**config.mk**
```make
export PLATFORM = sky130hd
export DESIGN_NAME = uart_tx_arbiter
export DESIGN_NICKNAME = d
export VERILOG_FILES = /design/src/rtl/uart_tx_arbiter.sv
export SDC_FILE = /design/constraint.sdc
export NUM_CORES = 1
export LEC_CHECK = 0
export CAP_MARGIN = 0
export CORE_MARGIN = 10
export CORE_UTILIZATION = 40
export DETAILED_ROUTE_END_ITERATION = 8
export HOLD_SLACK_MARGIN = 0.06
export PLACE_DENSITY = 0.66
export REMOVE_ABC_BUFFERS = 1
export SYNTH_ARGS = -nofsm -noshare
export SYNTH_HDL_FRONTEND = slang
export SYNTH_SLANG_ARGS = --single-unit
export TNS_END_PERCENT = 1
```
**constraint.sdc**
```tcl
create_clock -name clk -period 8.3 [get_ports clk]
set_clock_uncertainty 0.2 [all_clocks]
set_input_delay 1.66 -clock clk [delete_from_list [all_inputs] [get_ports clk]]
set_output_delay 1.66 -clock clk [all_outputs]
set_load 0.01 [all_outputs]
```
**src/rtl/uart_tx_arbiter.sv**
```systemverilog
// uart_tx_arbiter
// Shares the single FPGA-to-AVR serial transmitter between two requesters:
// 48-bit TDC measurement records and 8-bit status/acknowledge bytes. Each
// granted request is framed as header, payload and XOR checksum, and the
// bytes are paced against the transmitter's tx_busy/tx_block flags.
//
// Handshake (both request ports): the requester holds *_valid with stable
// *_data until it sees the one-cycle *_ready pulse. The data is captured on
// the same clock edge that raises *_ready. Dropping *_valid before *_ready
// withdraws the request. Grants are only issued from IDLE, so a request is
// never accepted while another packet is being sent.
//
// Measurement traffic has priority. A burst counter, cleared by every status
// grant, lets a pending status byte through after MAX_MEAS_BURST back-to-back
// measurement packets.
module uart_tx_arbiter #(
  parameter logic [7:0]  MEAS_HDR       = 8'hA5,
  parameter logic [7:0]  STAT_HDR       = 8'h5A,
  parameter int unsigned MAX_MEAS_BURST = 4
) (
  input  logic        clk,
  input  logic        rst,
  input  logic        soft_reset,
  input  logic        meas_valid,
  input  logic [47:0] meas_data,
  output logic        meas_ready,
  input  logic        stat_valid,
  input  logic [7:0]  stat_data,
  output logic        stat_ready,
  output logic [7:0]  tx_data,
  output logic        new_tx_data,
  input  logic        tx_busy,
  input  logic        tx_block,
  output logic        busy,
  output logic [15:0] pkt_cnt
);

  localparam logic [3:0] BURST_MAX = 4'(MAX_MEAS_BURST);
  localparam logic [3:0] MEAS_LEN  = 4'd8;
  localparam logic [3:0] STAT_LEN  = 4'd3;

  typedef enum logic [1:0] {
    S_IDLE = 2'd0,
    S_LOAD = 2'd1,
    S_SEND = 2'd2,
    S_GAP  = 2'd3
  } state_t;

  state_t          state_q, state_d;

  logic            grant_meas;
  logic            grant_stat;
  logic            tx_free;
  logic            bytes_left;
  logic [7:0]      meas_xor;

  logic [3:0]      burst_cnt_q, burst_cnt_d;
  logic [3:0]      byte_idx_q, byte_idx_d;
  logic [3:0]      pkt_len_q, pkt_len_d;
  logic            is_stat_q, is_stat_d;
  logic [7:0][7:0] pkt_buf_q, pkt_buf_d;

  logic [7:0]      tx_data_q, tx_data_d;
  logic            new_tx_data_q, new_tx_data_d;
  logic            meas_ready_q, meas_ready_d;
  logic            stat_ready_q, stat_ready_d;
  logic            busy_q, busy_d;
  logic [15:0]     pkt_cnt_q, pkt_cnt_d;

  // Transmitter can take a byte this cycle.
  assign tx_free = !tx_busy && !tx_block;

  // byte_idx already points past the byte just sent while in GAP.
  assign bytes_left = (byte_idx_q < pkt_len_q);

  // Checksum of the six payload bytes of a measurement record.
  assign meas_xor = meas_data[47:40] ^ meas_data[39:32] ^ meas_data[31:24] ^
                    meas_data[23:16] ^ meas_data[15:8]  ^ meas_data[7:0];

  // State and datapath registers; rst returns everything to reset values.
  always_ff @(posedge clk or posedge rst) begin
    if (rst) begin
      state_q       <= S_IDLE;
      burst_cnt_q   <= 4'd0;
      byte_idx_q    <= 4'd0;
      pkt_len_q     <= 4'd0;
      is_stat_q     <= 1'b0;
      pkt_buf_q     <= '0;
      tx_data_q     <= 8'h00;
      new_tx_data_q <= 1'b0;
      meas_ready_q  <= 1'b0;
      stat_ready_q  <= 1'b0;
      busy_q        <= 1'b0;
      pkt_cnt_q     <= 16'h0000;
    end else begin
      state_q       <= state_d;
      burst_cnt_q   <= burst_cnt_d;
      byte_idx_q    <= byte_idx_d;
      pkt_len_q     <= pkt_len_d;
      is_stat_q     <= is_stat_d;
      pkt_buf_q     <= pkt_buf_d;
      tx_data_q     <= tx_data_d;
      new_tx_data_q <= new_tx_data_d;
      meas_ready_q  <= meas_ready_d;
      stat_ready_q  <= stat_ready_d;
      busy_q        <= busy_d;
      pkt_cnt_q     <= pkt_cnt_d;
    end
  end

  // Next-state logic including the IDLE arbitration decision.
  always_comb begin
    state_d    = state_q;
    grant_meas = 1'b0;
    grant_stat = 1'b0;
    if (soft_reset) begin
      state_d = S_IDLE;
    end else begin
      case (state_q)
        S_IDLE: begin
          if (stat_valid && (!meas_valid || (burst_cnt_q == BURST_MAX))) begin
            grant_stat = 1'b1;
            state_d    = S_LOAD;
          end else if (meas_valid) begin
            grant_meas = 1'b1;
            state_d    = S_LOAD;
          end
        end
        S_LOAD: state_d = S_SEND;
        S_SEND: begin
          if (tx_free) begin
            state_d = S_GAP;
          end
        end
        S_GAP: begin
          // One-cycle hold-off covers the transmitter's busy latency.
          if (bytes_left) begin
            state_d = S_SEND;
          end else begin
            state_d = S_IDLE;
          end
        end
        default: state_d = S_IDLE;
      endcase
    end
  end

  // Registered outputs, packet buffer, byte pacing and counters.
  always_comb begin
    burst_cnt_d   = burst_cnt_q;
    byte_idx_d    = byte_idx_q;
    pkt_len_d     = pkt_len_q;
    is_stat_d     = is_stat_q;
    pkt_buf_d     = pkt_buf_q;
    tx_data_d     = tx_data_q;
    new_tx_data_d = 1'b0;
    meas_ready_d  = 1'b0;
    stat_ready_d  = 1'b0;
    pkt_cnt_d     = pkt_cnt_q;
    busy_d        = (state_d != S_IDLE);

    if (soft_reset) begin
      // Abandon any partial packet; only the packet counter survives.
      burst_cnt_d = 4'd0;
      byte_idx_d  = 4'd0;
      pkt_len_d   = 4'd0;
      is_stat_d   = 1'b0;
      pkt_buf_d   = '0;
      tx_data_d   = 8'h00;
    end else begin
      if (grant_meas) begin
        meas_ready_d = 1'b1;
        is_stat_d    = 1'b0;
        pkt_buf_d[0] = MEAS_HDR;
        pkt_buf_d[1] = meas_data[47:40];
        pkt_buf_d[2] = meas_data[39:32];
        pkt_buf_d[3] = meas_data[31:24];
        pkt_buf_d[4] = meas_data[23:16];
        pkt_buf_d[5] = meas_data[15:8];
        pkt_buf_d[6] = meas_data[7:0];
        pkt_buf_d[7] = meas_xor;
        if (burst_cnt_q != BURST_MAX) begin
          burst_cnt_d = burst_cnt_q + 4'd1;
        end
      end

      if (grant_stat) begin
        stat_ready_d = 1'b1;
        is_stat_d    = 1'b1;
        pkt_buf_d    = '0;
        pkt_buf_d[0] = STAT_HDR;
        pkt_buf_d[1] = stat_data;
        // XOR over a single payload byte is the byte itself.
        pkt_buf_d[2] = stat_data;
        burst_cnt_d  = 4'd0;
      end

      case (state_q)
        S_LOAD: begin
          byte_idx_d = 4'd0;
          pkt_len_d  = is_stat_q ? STAT_LEN : MEAS_LEN;
        end
        S_SEND: begin
          if (tx_free) begin
            tx_data_d     = pkt_buf_q[byte_idx_q[2:0]];
            new_tx_data_d = 1'b1;
            byte_idx_d    = byte_idx_q + 4'd1;
          end
        end
        S_GAP: begin
          if (!bytes_left) begin
            pkt_cnt_d = pkt_cnt_q + 16'd1;
          end
        end
        default: begin
        end
      endcase
    end
  end

  assign tx_data     = tx_data_q;
  assign new_tx_data = new_tx_data_q;
  assign meas_ready  = meas_ready_q;
  assign stat_ready  = stat_ready_q;
  assign busy        = busy_q;
  assign pkt_cnt     = pkt_cnt_q;

endmodule

```
Word level (Yosys, flattened, before mapping)
Cells that the tools add are included.
{"block": "classes", "n_reduce_logical": 18, "mux": 41, "bitwise_logic": 7, "magnitude_cmp": 2, "addsub": 3, "eq_ne": 6}
{"cell": "2-to-1 mux 64 bit", "n": 3}
{"cell": "bitwise XOR 8 bit", "n": 5}
{"cell": "2-to-1 mux 4 bit", "n": 9}
{"cell": "2-to-1 mux 8 bit", "n": 4}
{"cell": "binary-select mux 8 bit (select 3 bit)", "n": 1}
{"cell": "2-to-1 mux 1 bit", "n": 17}
{"cell": "adder 16 x 1 -> 16 bit, second input constant", "n": 1}
{"cell": "2-to-1 mux 2 bit", "n": 5}
{"cell": "nonzero test 3 bit", "n": 3}
{"cell": "adder 4 x 1 -> 4 bit, second input constant", "n": 2}
{"cell": "one-hot mux 2 bit (4 select lines)", "n": 1}
{"cell": "one-hot mux 4 bit (2 select lines)", "n": 1}
{"cell": "nonzero test 2 bit", "n": 4}
{"cell": "AND reduction 2 bit", "n": 3}
{"cell": "equality test 2 bit, second input constant", "n": 2}
{"cell": "equality test 4 x 3 -> 1 bit, second input constant", "n": 1}
{"cell": "less-than comparator 3 x 4 -> 1 bit, second input constant", "n": 1}
{"cell": "less-than comparator 4 bit", "n": 1}
{"cell": "inequality test 4 x 3 -> 1 bit, second input constant", "n": 1}
{"cell": "zero test 1 bit", "n": 3}
{"cell": "inequality test 3 bit, second input constant", "n": 1}
{"cell": "AND reduction 3 bit", "n": 1}
{"cell": "equality test 2 x 1 -> 1 bit, second input constant", "n": 1}
{"cell": "logical AND 1 bit", "n": 2}
{"cell": "other kinds (3)", "n": 4}
{"block": "word_totals", "word_cells": 96, "output_inout_bits": 28, "ff_bits": 107, "inputBits": 63}

Logic depth before layout (Yosys ltp)
Gate-level depths: netlist of the first run.
{"block": "depth", "ltp_word": 9, "depth_mapped": 8, "depth_no_buf": 7}

Worst setup path after synthesis of the first run
No wires, ideal clock.
{"block": "synth_path", "kind": "in2reg", "startpoint": "in soft_reset", "endpoint": "reg pkt_cnt_q[9] (netlist: pkt_cnt[9])", "stages": 6, "setup_slack_ns": 5.266, "setup_ns": 0.125, "t_arrival_ns": 2.709, "required_time_ns": 7.975, "n_path_buf": 1, "path_cell_list": "buf_2 and4b_1 nand2_1 nor4_2 nand4_1 xnor2_1"}
{"block": "synth_between", "elab_chain_cells": 2}
{"item": "start: declaration", "line": "23", "text": "input logic soft_reset,"}
{"item": "NOT 1 bit (no source line)"}
{"item": "AND reduction 3 bit (no source line)"}
{"item": "end signal: assignment", "line": "107", "text": "pkt_cnt_q <= pkt_cnt_d;"}
{"item": "end: declaration", "line": "68", "text": "logic [15:0] pkt_cnt_q, pkt_cnt_d;"}
Every way passes these cells.
A chain may end at the register's enable or synchronous reset.

Worst setup path in the final report of the first run
{"block": "layout_path", "startpoint": "in soft_reset", "endpoint": "reg pkt_buf_q[21] in the netlist's numbering"}
{"block": "layout_between", "elab_chain_cells": 3, "word_cells_on_any_way": 5, "cone_classes": "4 x mux; 1 x reduce/logical"}
{"item": "2-to-1 mux 1 bit", "line": "116", "text": "if (soft_reset) begin"}
{"item": "2-to-1 mux 64 bit", "line": "187", "text": "if (grant_stat) begin"}
{"item": "2-to-1 mux 64 bit", "line": "162", "text": "if (soft_reset) begin"}
{"item": "end signal: assignment", "line": "101", "text": "pkt_buf_q <= pkt_buf_d;"}
{"item": "end: declaration", "line": "61", "text": "logic [7:0][7:0] pkt_buf_q, pkt_buf_d;"}
Parallel ways exist; a longest one is shown, timed or not.

==> impl_metrics.json, run 1 <==
{
  "grt_antenna_before_repair": 0,
  "post_cts_resized": 0,
  "grt.overflow.total": 0,
  "syn_inst": 376,
  "final_util_pct": 52.5,
  "r2r-end": "tx_data[1]",
  "grt_max_degree": 59,
  "io_pins": 91,
  "r2r-start": "byte_idx_q[2]",
  "synth_edf_count": 0,
  "synthToLayoutAreaGrowth_pct": 26.6,
  "grt_pass1_vias": 3637,
  "synth.distinct_cells": 46,
  "yosys.area_share.simple_pct": 8.92,
  "cp_max_fo": 58,
  "r2r_cells": 3,
  "peakVddDrop_v": 0.0000988,
  "hold_violations": 0,
  "fin_crit_ns": 3.74,
  "synth_area_leader_cell": "dfrtp_1",
  "maxCapViolCount": 0,
  "synth_flop_cell": "dfrtp_1",
  "cts_tree": "built",
  "finalMaxSlewViolations": 0,
  "cts_setup_buffers": 0,
  "leakagePower_nw": 2.60,
  "wl_um": 11500,
  "start_util_pct": 41.5,
  "maxSlewHeadroom_pct": 32.1,
  "synthTopCellsByArea": "dfrtp_1 51%, xnor2_1 8.2%, mux4_2 7.5%, a22o_1 7.5%, a221o_1 4.8%",
  "avgRoutedWirePerCell_um": 19.0,
  "hp-start": "pkt_cnt[15]",
  "synth_compound_area_share_pct": 16.2,
  "cp-end-kind": "flip-flop",
  "gp_congestion": 0.769,
  "synth_xor_area_share_pct": 10.4,
  "worstPathArrival_ns": 3.82,
  "synth_adder_area_share_pct": 1.56,
  "hold_end": "pkt_cnt[15]",
  "core_area_sq_um": 11600,
  "dr.pass1.iters": 4,
  "die_h_um": 130,
  "die_w_um": 130,
  "grt_pass1_wl_um": 18900,
  "clk_pin_slew_ns": 0.07,
  "viasPerCell": 5.47,
  "cts_buffers": 9,
  "antenna_left": 0,
  "place_hpwl_um": 7950,
  "clock_sinks": 98,
  "syn_area_sq_um": 4800,
  "ys_warn_count": 0,
  "fin_nets": 527,
  "setup-tns-final_ns": 0,
  "status": "finished, final reports clean",
  "hold_class": "flip-flop to flip-flop",
  "avgSynthCellArea_sq_um": 12.8,
  "synth_top_family_by_area": "compound AO/OA/AOI/OAI gates",
  "rows": 39,
  "rsz0062_at_grt": "no",
  "worst-slew-pin-transition_ns": 1.02,
  "r2r_slack_ns": 5.90,
  "holdPathStages": 1,
  "ys_seq_elements": 98,
  "muxShareOfSynthArea_pct": 8.40,
  "setup_viol_count_final": 0,
  "crit_path_cell_trace": "clkdlybuf4s50_1, nor3_1, nand2_1, a21oi_4, buf_4, a221o_1",
  "whs_ns": 0.271,
  "cp.required_ns": 8.38,
  "cts_max_path_buffers": 2,
  "drt_iter0_markers": 222,
  "yosys-top-cells-count": "98 x dfrtp_1, 45 x xnor2_1, 41 x a22o_1, 23 x a221o_1, 16 x mux4_2",
  "final.fill_count": 1006,
  "drc_errors": 0,
  "htreeDepth": 3,
  "power.density_nw_per_um2": 185,
  "place_area_sq_um": 5790,
  "synth_top_cell_area_share_pct": 51.1,
  "port_buffers": 90,
  "root_buffer": "clkbuf_16",
  "num_vias": 3314,
  "fin_area_sq_um": 6070,
  "cpPeakStageDelay_ns": 0.76,
  "max_freq_mhz": 267,
  "drive_above_1_share_pct": 9.94,
  "postCtsHoldBufs": 0,
  "dieArea_sq_um": 16800,
  "track_usage_pct": 14.2,
  "cp_slowest_cell": "clkdlybuf4s50_1",
  "antennaDiodeCount": 0,
  "period_share_pct": 45.1,
  "async_flop_share_pct": 100,
  "yosysMostFrequentCell": "dfrtp_1",
  "clock_latency_ns": 0.35,
  "path_class": "input port to flip-flop",
  "worst_setup_path_start_kind": "input port",
  "seq_area_frac_synth_pct": 51.1
}
==> layout by cell type (no fill, tap or decap), types with 2 or more instances in the layout <==
cell	instances
nor3_1	10
a21o_1	2
and4_1	2
nand2_1	13
dfrtp_1	98
xor2_1	12
clkbuf_16	9
o21ai_0	4
nor4_2	2
a221o_1	23
inv_6	3
nor2_1	11
xnor2_1	45
a22o_1	41
a21oi_1	7
nand4_1	5
buf_4	4
and3_1	9
mux2i_1	2
ha_1	6
clkdlybuf4s50_1	90
a22oi_1	2
and2_1	10
clkinvlp_4	2
mux4_2	16
inv_1	7
nand3_1	5
==> area by class of cell <==
class	instances	area [sq um]	area share [%]
clock inverter	6	50.0	0.824
clock buffer	10	229	3.77
timing repair buffer	94	931	15.3
inverter	8	32.5	0.536
multi-input combinational	247	2200	36.2
sequential	98	2450	40.4
tap	143	179	2.95
==> worst max-delay path by stage <==
stage,startpoint,to,slack [ns],cells after the start
floorplan,rst,burst_cnt_q[0],3.88,1
global placement,soft_reset,tx_data[1],4.25,4
detailed placement,soft_reset,tx_data[2],4.20,4
CTS,soft_reset,tx_data[3],4.56,4
global route,soft_reset,pkt_buf_q[21],4.40,6
finish,soft_reset,pkt_buf_q[21],4.56,6
==> logic make-up after synthesis <==
kind of cell / after synthesis
simple gates: 76
buf+inv: 31
mux: 20
compound gates: 88
xor+xnor: 57
flops: 98
fa+ha+maj: 6
==> power by group <==
part           total (mW)  internal (mW)  switching, mW
sequential          0.543          0.512         0.0306
clock               0.397          0.207          0.190
combinational       0.181          0.100         0.0814
==> worst max-delay path: cells and delay by family <==
kind,cells,cell delay [ns]
AND/OR/NAND/NOR,2,0.49
AO/OA/AOI/OAI,2,0.37
buffers and inverters,2,1.27
==> flip-flops by register name, indices dropped and copies added (netlist names) <==
| name | cells |
|---|---|
| state_q | 2 |
| stat_ready | 1 |
| tx_data | 8 |
| burst_cnt_q | 4 |
| byte_idx_q | 4 |
| busy | 1 |
| pkt_buf_q | 58 |
| pkt_cnt | 16 |
| new_tx_data | 1 |
| meas_ready | 1 |
| pkt_len_q | 2 |
==> per-stage QoR <==
| stage | std cells | setup slack (ns) | total power, mW |
|---|---|---|---|
| final | 606 | 4.56 | 1.12 |
| after global placement | 590 | 4.25 | 0.729 |
| after floorplan | 353 | 3.88 | 0.649 |
| after CTS | 606 | 4.56 | 1.13 |
| after detailed placement | 590 | 4.20 | 0.735 |
| after global routing | 606 | 4.40 | 1.17 |
==> metal layers <==
metal | global-route usage [%] | part of all wire (%) | vias to the layer above
li1 | - | - | 1573
met1 | 16.6 | 44 | 1649
met2 | 24.5 | 49 | 79
met3 | 4.69 | 6.4 | 13
met4 | 3.90 | 0.90 | 0
met5 | 0 | 0 | -
Note: power is estimated with default switching activity, not from simulation.
==> run 2, diff against run 1 <==
==> constraint.sdc (replaced) <==
create_clock -name clk -period 3.7 [get_ports clk]
set_clock_uncertainty 0.2 [all_clocks]
set_input_delay 0.74 -clock clk [delete_from_list [all_inputs] [get_ports clk]]
set_output_delay 0.74 -clock clk [all_outputs]
set_load 0.01 [all_outputs]
==> run 2 against run 1 <==
Against the previous run: count of clock-buffer cells in the layout stayed put; hold slack worse by 0.00059 ns; routed wire length is 0.42% lower; via count is 2.4% higher; register-to-register slack worse by 4.4 ns; core utilization is 0.41 points higher; power is 120% higher; design area is 0.78% higher; critical path type unchanged; largest cell class unchanged.
==> impl_metrics.json, run 2 (synthesized netlist as in run 1, its figures left out) <==
{
  "gp_congestion": 0.785,
  "max_freq_mhz": 387,
  "hp-start": "pkt_cnt[15]",
  "largest_register_ffs": 58,
  "power.density_nw_per_um2": 410,
  "maxCapViolCount": 0,
  "fin_area_sq_um": 6120,
  "setup_viol_count_final": 0,
  "cts_max_path_buffers": 2,
  "postCtsHoldBufs": 0,
  "r2r-end": "pkt_buf_q[14]",
  "drc_errors": 0,
  "core_area_sq_um": 11600,
  "cts_setup_buffers": 0,
  "antennaDiodeCount": 0,
  "finalMaxSlewViolations": 0,
  "root_buffer": "clkbuf_16",
  "cp_max_fo": 7,
  "die_h_um": 130,
  "r2r_slack_ns": 1.46,
  "port_buffers": 90,
  "cts_buffers": 9,
  "wl_um": 11400,
  "cp-end-kind": "flip-flop",
  "clock_latency_ns": 0.34,
  "path_class": "input port to flip-flop",
  "grt.overflow.total": 0,
  "worst-slew-pin-transition_ns": 0.806,
  "place_hpwl_um": 8390,
  "clock_sinks": 98,
  "worst_setup_path_start_kind": "input port",
  "post_cts_resized": 0,
  "start_util_pct": 41.5,
  "grt_max_degree": 59,
  "dieArea_sq_um": 16800,
  "final.fill_count": 1006,
  "grt_pass1_wl_um": 18800,
  "dp.cells": 593,
  "hold_class": "flip-flop to flip-flop",
  "htreeDepth": 3,
  "place_area_sq_um": 5840,
  "endpoint": "tx_data[2]",
  "drt_iter0_markers": 169,
  "leakagePower_nw": 2.62,
  "synthToLayoutAreaGrowth_pct": 27.6,
  "status": "finished, final reports clean",
  "fin_crit_ns": 2.58,
  "track_usage_pct": 13.9,
  "hold_violations": 0,
  "whs_ns": 0.270,
  "cts_tree": "built",
  "dr.pass1.iters": 4,
  "top_register": "pkt_buf_q",
  "num_vias": 3395,
  "fin_nets": 530,
  "startpoint": "tx_busy",
  "grt_antenna_before_repair": 0,
  "drive_above_1_share_pct": 10.5,
  "final_common_cell": "dfrtp_1",
  "die_w_um": 130,
  "rsz0062_at_grt": "no",
  "viasPerCell": 5.58,
  "r2r-start": "state_q[0]",
  "avgRoutedWirePerCell_um": 18.8,
  "regArea_sq_um": 2450,
  "antenna_left": 0,
  "rows": 39,
  "peakVddDrop_v": 0.000192,
  "setup-tns-final_ns": 0,
  "period_share_pct": 69.8,
  "cp.required_ns": 3.78,
  "mostFrequentLayoutCells": "98 x dfrtp_1, 90 x clkdlybuf4s50_1, 45 x xnor2_1",
  "multi_input_area_sq_um": 2200,
  "maxSlewHeadroom_pct": 46.3,
  "layoutNonFillerInstCount": 608,
  "r2r_cells": 5,
  "final_util_pct": 52.9,
  "clk_pin_slew_ns": 0.07,
  "worstPathArrival_ns": 2.66,
  "io_pins": 91,
  "grt_pass1_vias": 3636
}
run 2: cell type report:
cell class	count	share of cell area [%]
flip-flops and latches	98	40.1
multi-input cells	247	35.9
well taps	143	2.92
inverters	8	0.532
repair buffers	97	16.0
clock inverters	5	0.654
clock buffers	10	3.91
run 2: metrics by stage:
stage | power (mW) | setup WS (ns)
2_1_floorplan | 1.46 | 0.198
3_3_place_gp | 1.64 | 0.790
3_5_place_dp | 1.66 | 0.738
5_1_grt | 2.63 | 0.979
4_1_cts | 2.53 | 1.08
6_report | 2.51 | 1.12
run 2: worst min-delay path by stage:
stage                    endpoint  cells after the start
CTS                   pkt_cnt[15]                      1
global route          pkt_cnt[15]                      1
global placement      pkt_cnt[15]                      1
finish                pkt_cnt[15]                      1
floorplan           pkt_buf_q[24]                      1
detailed placement    pkt_cnt[15]                      1
run 2: per-layer routing:
layer  track usage [%]  share of wire, %  up-vias
li1                  -                 -     1585
met1              17.8                45     1691
met2              22.3                47      103
met3              4.00               6.1       16
met4              4.63               1.4        0
met5                 0                 0        -
run 2: critical path: stages:
cell	delay [ns]
clkdlybuf4s50_1	0.44
nor2_2	0.20
nand2_1	0.10
or3_1	0.41
nor2_1	0.51
a221o_1	0.25
run 2: power breakdown:
group          internal (mW)  switching (mW)
sequential              1.15          0.0687
clock                  0.474           0.399
combinational          0.230           0.185
==> run 3, diff against run 2 <==
==> constraint.sdc (replaced) <==
create_clock -name clk -period 2.4 [get_ports clk]
set_clock_uncertainty 0.2 [all_clocks]
set_input_delay 0.48 -clock clk [delete_from_list [all_inputs] [get_ports clk]]
set_output_delay 0.48 -clock clk [all_outputs]
set_load 0.01 [all_outputs]
==> run 3 against run 2 <==
Against the previous run: register-to-register slack lost 1.2 ns; combinational power is 60% higher; design area rose by 3.4%; core utilization is 1.8 points higher.
==> impl_metrics.json, run 3 (synthesized netlist as in run 1, its figures left out) <==
{
  "setup_viol_count_final": 0,
  "worstPathArrival_ns": 2.13,
  "viasPerCell": 5.52,
  "leakagePower_nw": 2.75,
  "port_buffers": 90,
  "fin_crit_ns": 2.11,
  "track_usage_pct": 13.9,
  "cts_buffers": 9,
  "maxSlewHeadroom_pct": 56.8,
  "hold_class": "input port to async pin",
  "post_cts_resized": 0,
  "max_freq_mhz": 473,
  "grt_pass1_wl_um": 18600,
  "fin_area_sq_um": 6330,
  "worst-path-buf-inv": 1,
  "layout_setup_ws_ns": 0.288,
  "clock_latency_ns": 0.34,
  "final.fill_count": 984,
  "mostFrequentLayoutCells": "98 x dfrtp_1, 90 x clkdlybuf4s50_1, 45 x xnor2_1",
  "cts_setup_buffers": 0,
  "root_buffer": "clkbuf_16",
  "io_pins": 91,
  "postCtsHoldBufs": 0,
  "rows": 39,
  "clk_pin_slew_ns": 0.06,
  "largest_register_ffs": 58,
  "crit_path_cell_trace": "clkdlybuf4s50_1, nor3_1, and3_1, and2_1, a221o_1",
  "cp_max_fo": 10,
  "synthToLayoutAreaGrowth_pct": 31.9,
  "grt_pass1_vias": 3595,
  "fin_nets": 545,
  "dp.cells": 608,
  "worst_setup_path_start_kind": "input port",
  "cp-end-kind": "flip-flop",
  "final_util_pct": 54.7,
  "top_register": "pkt_buf_q",
  "peakVddDrop_v": 0.000323,
  "cts_max_path_buffers": 2,
  "wl_um": 11600,
  "grt_antenna_before_repair": 0,
  "drive_above_1_share_pct": 13.5,
  "worst-slew-pin-transition_ns": 0.649,
  "antenna_left": 0,
  "grt_max_degree": 59,
  "core_area_sq_um": 11600,
  "clock_sinks": 98,
  "drt_iter0_markers": 195,
  "path_class": "input port to flip-flop",
  "final_common_cell": "dfrtp_1",
  "dpl_worst_slack_ns": -0.0807,
  "cts_tree": "built",
  "path_delay_family": "simple AND/OR/NAND/NOR gates",
  "start_util_pct": 41.5,
  "hold_violations": 0,
  "rsz0062_at_grt": "no",
  "power.density_nw_per_um2": 666,
  "htreeDepth": 3,
  "drc_errors": 0,
  "antennaDiodeCount": 0,
  "avgRoutedWirePerCell_um": 18.7,
  "die_h_um": 130,
  "die_w_um": 130,
  "place_area_sq_um": 5980,
  "num_vias": 3447,
  "dr.pass1.iters": 4,
  "gp_congestion": 0.770,
  "finalMaxSlewViolations": 0,
  "grt.overflow.total": 0,
  "maxCapViolCount": 0,
  "period_share_pct": 88.0,
  "cpPeakStageDelay_ns": 0.64,
  "dieArea_sq_um": 16800,
  "cp.required_ns": 2.42,
  "cp_slowest_cell": "clkdlybuf4s50_1",
  "status": "finished, final reports clean",
  "place_hpwl_um": 8460,
  "layoutNonFillerInstCount": 624
}
## run 3: layout make-up
cell class / count / area (sq um) / share of cell area [%]
Sequential cell: 98 / 2450 / 38.8
Multi-Input combinational cell: 247 / 2200 / 34.7
Timing Repair Buffer: 112 / 1120 / 17.6
Clock buffer: 10 / 239 / 3.78
Tap cell: 143 / 179 / 2.83
Clock inverter: 6 / 111 / 1.76
Inverter: 8 / 32.5 / 0.514
## run 3: report_power, final
part | internal, mW | total [mW] | switching, mW
Clock | 1.05 | 1.68 | 0.626
Combinational | 0.374 | 0.663 | 0.289
Sequential | 1.77 | 1.88 | 0.103
## run 3: through the flow
stage	hold slack, ns	total power [mW]	setup TNS [ns]
CTS	0.298	4.25	0
global route	0.312	4.38	0
floorplan	0.268	2.24	-127.92
global placement	0.263	2.56	-0.250
detailed placement	0.287	2.58	-0.978
finish	0.291	4.21	0
## run 3: final timing paths
check                            start             to  slack (ns)  cells after the start
min                                rst     meas_ready        0.29                      2
max reg2reg                 state_q[0]  pkt_buf_q[14]        0.31                      4
min in group clk           pkt_cnt[15]    pkt_cnt[15]        0.29                      1
min reg2reg                pkt_cnt[15]    pkt_cnt[15]        0.29                      1
max                         soft_reset  pkt_buf_q[14]        0.29                      5
max in group asynchronous          rst     state_q[0]        1.18                      3
## run 3: layer usage
metal / share of wire, % / global-route usage [%]
met5: 0 / 0
met3: 5.6 / 4.04
met4: 1.7 / 4.70
met2: 48 / 23.0
met1: 45 / 17.0
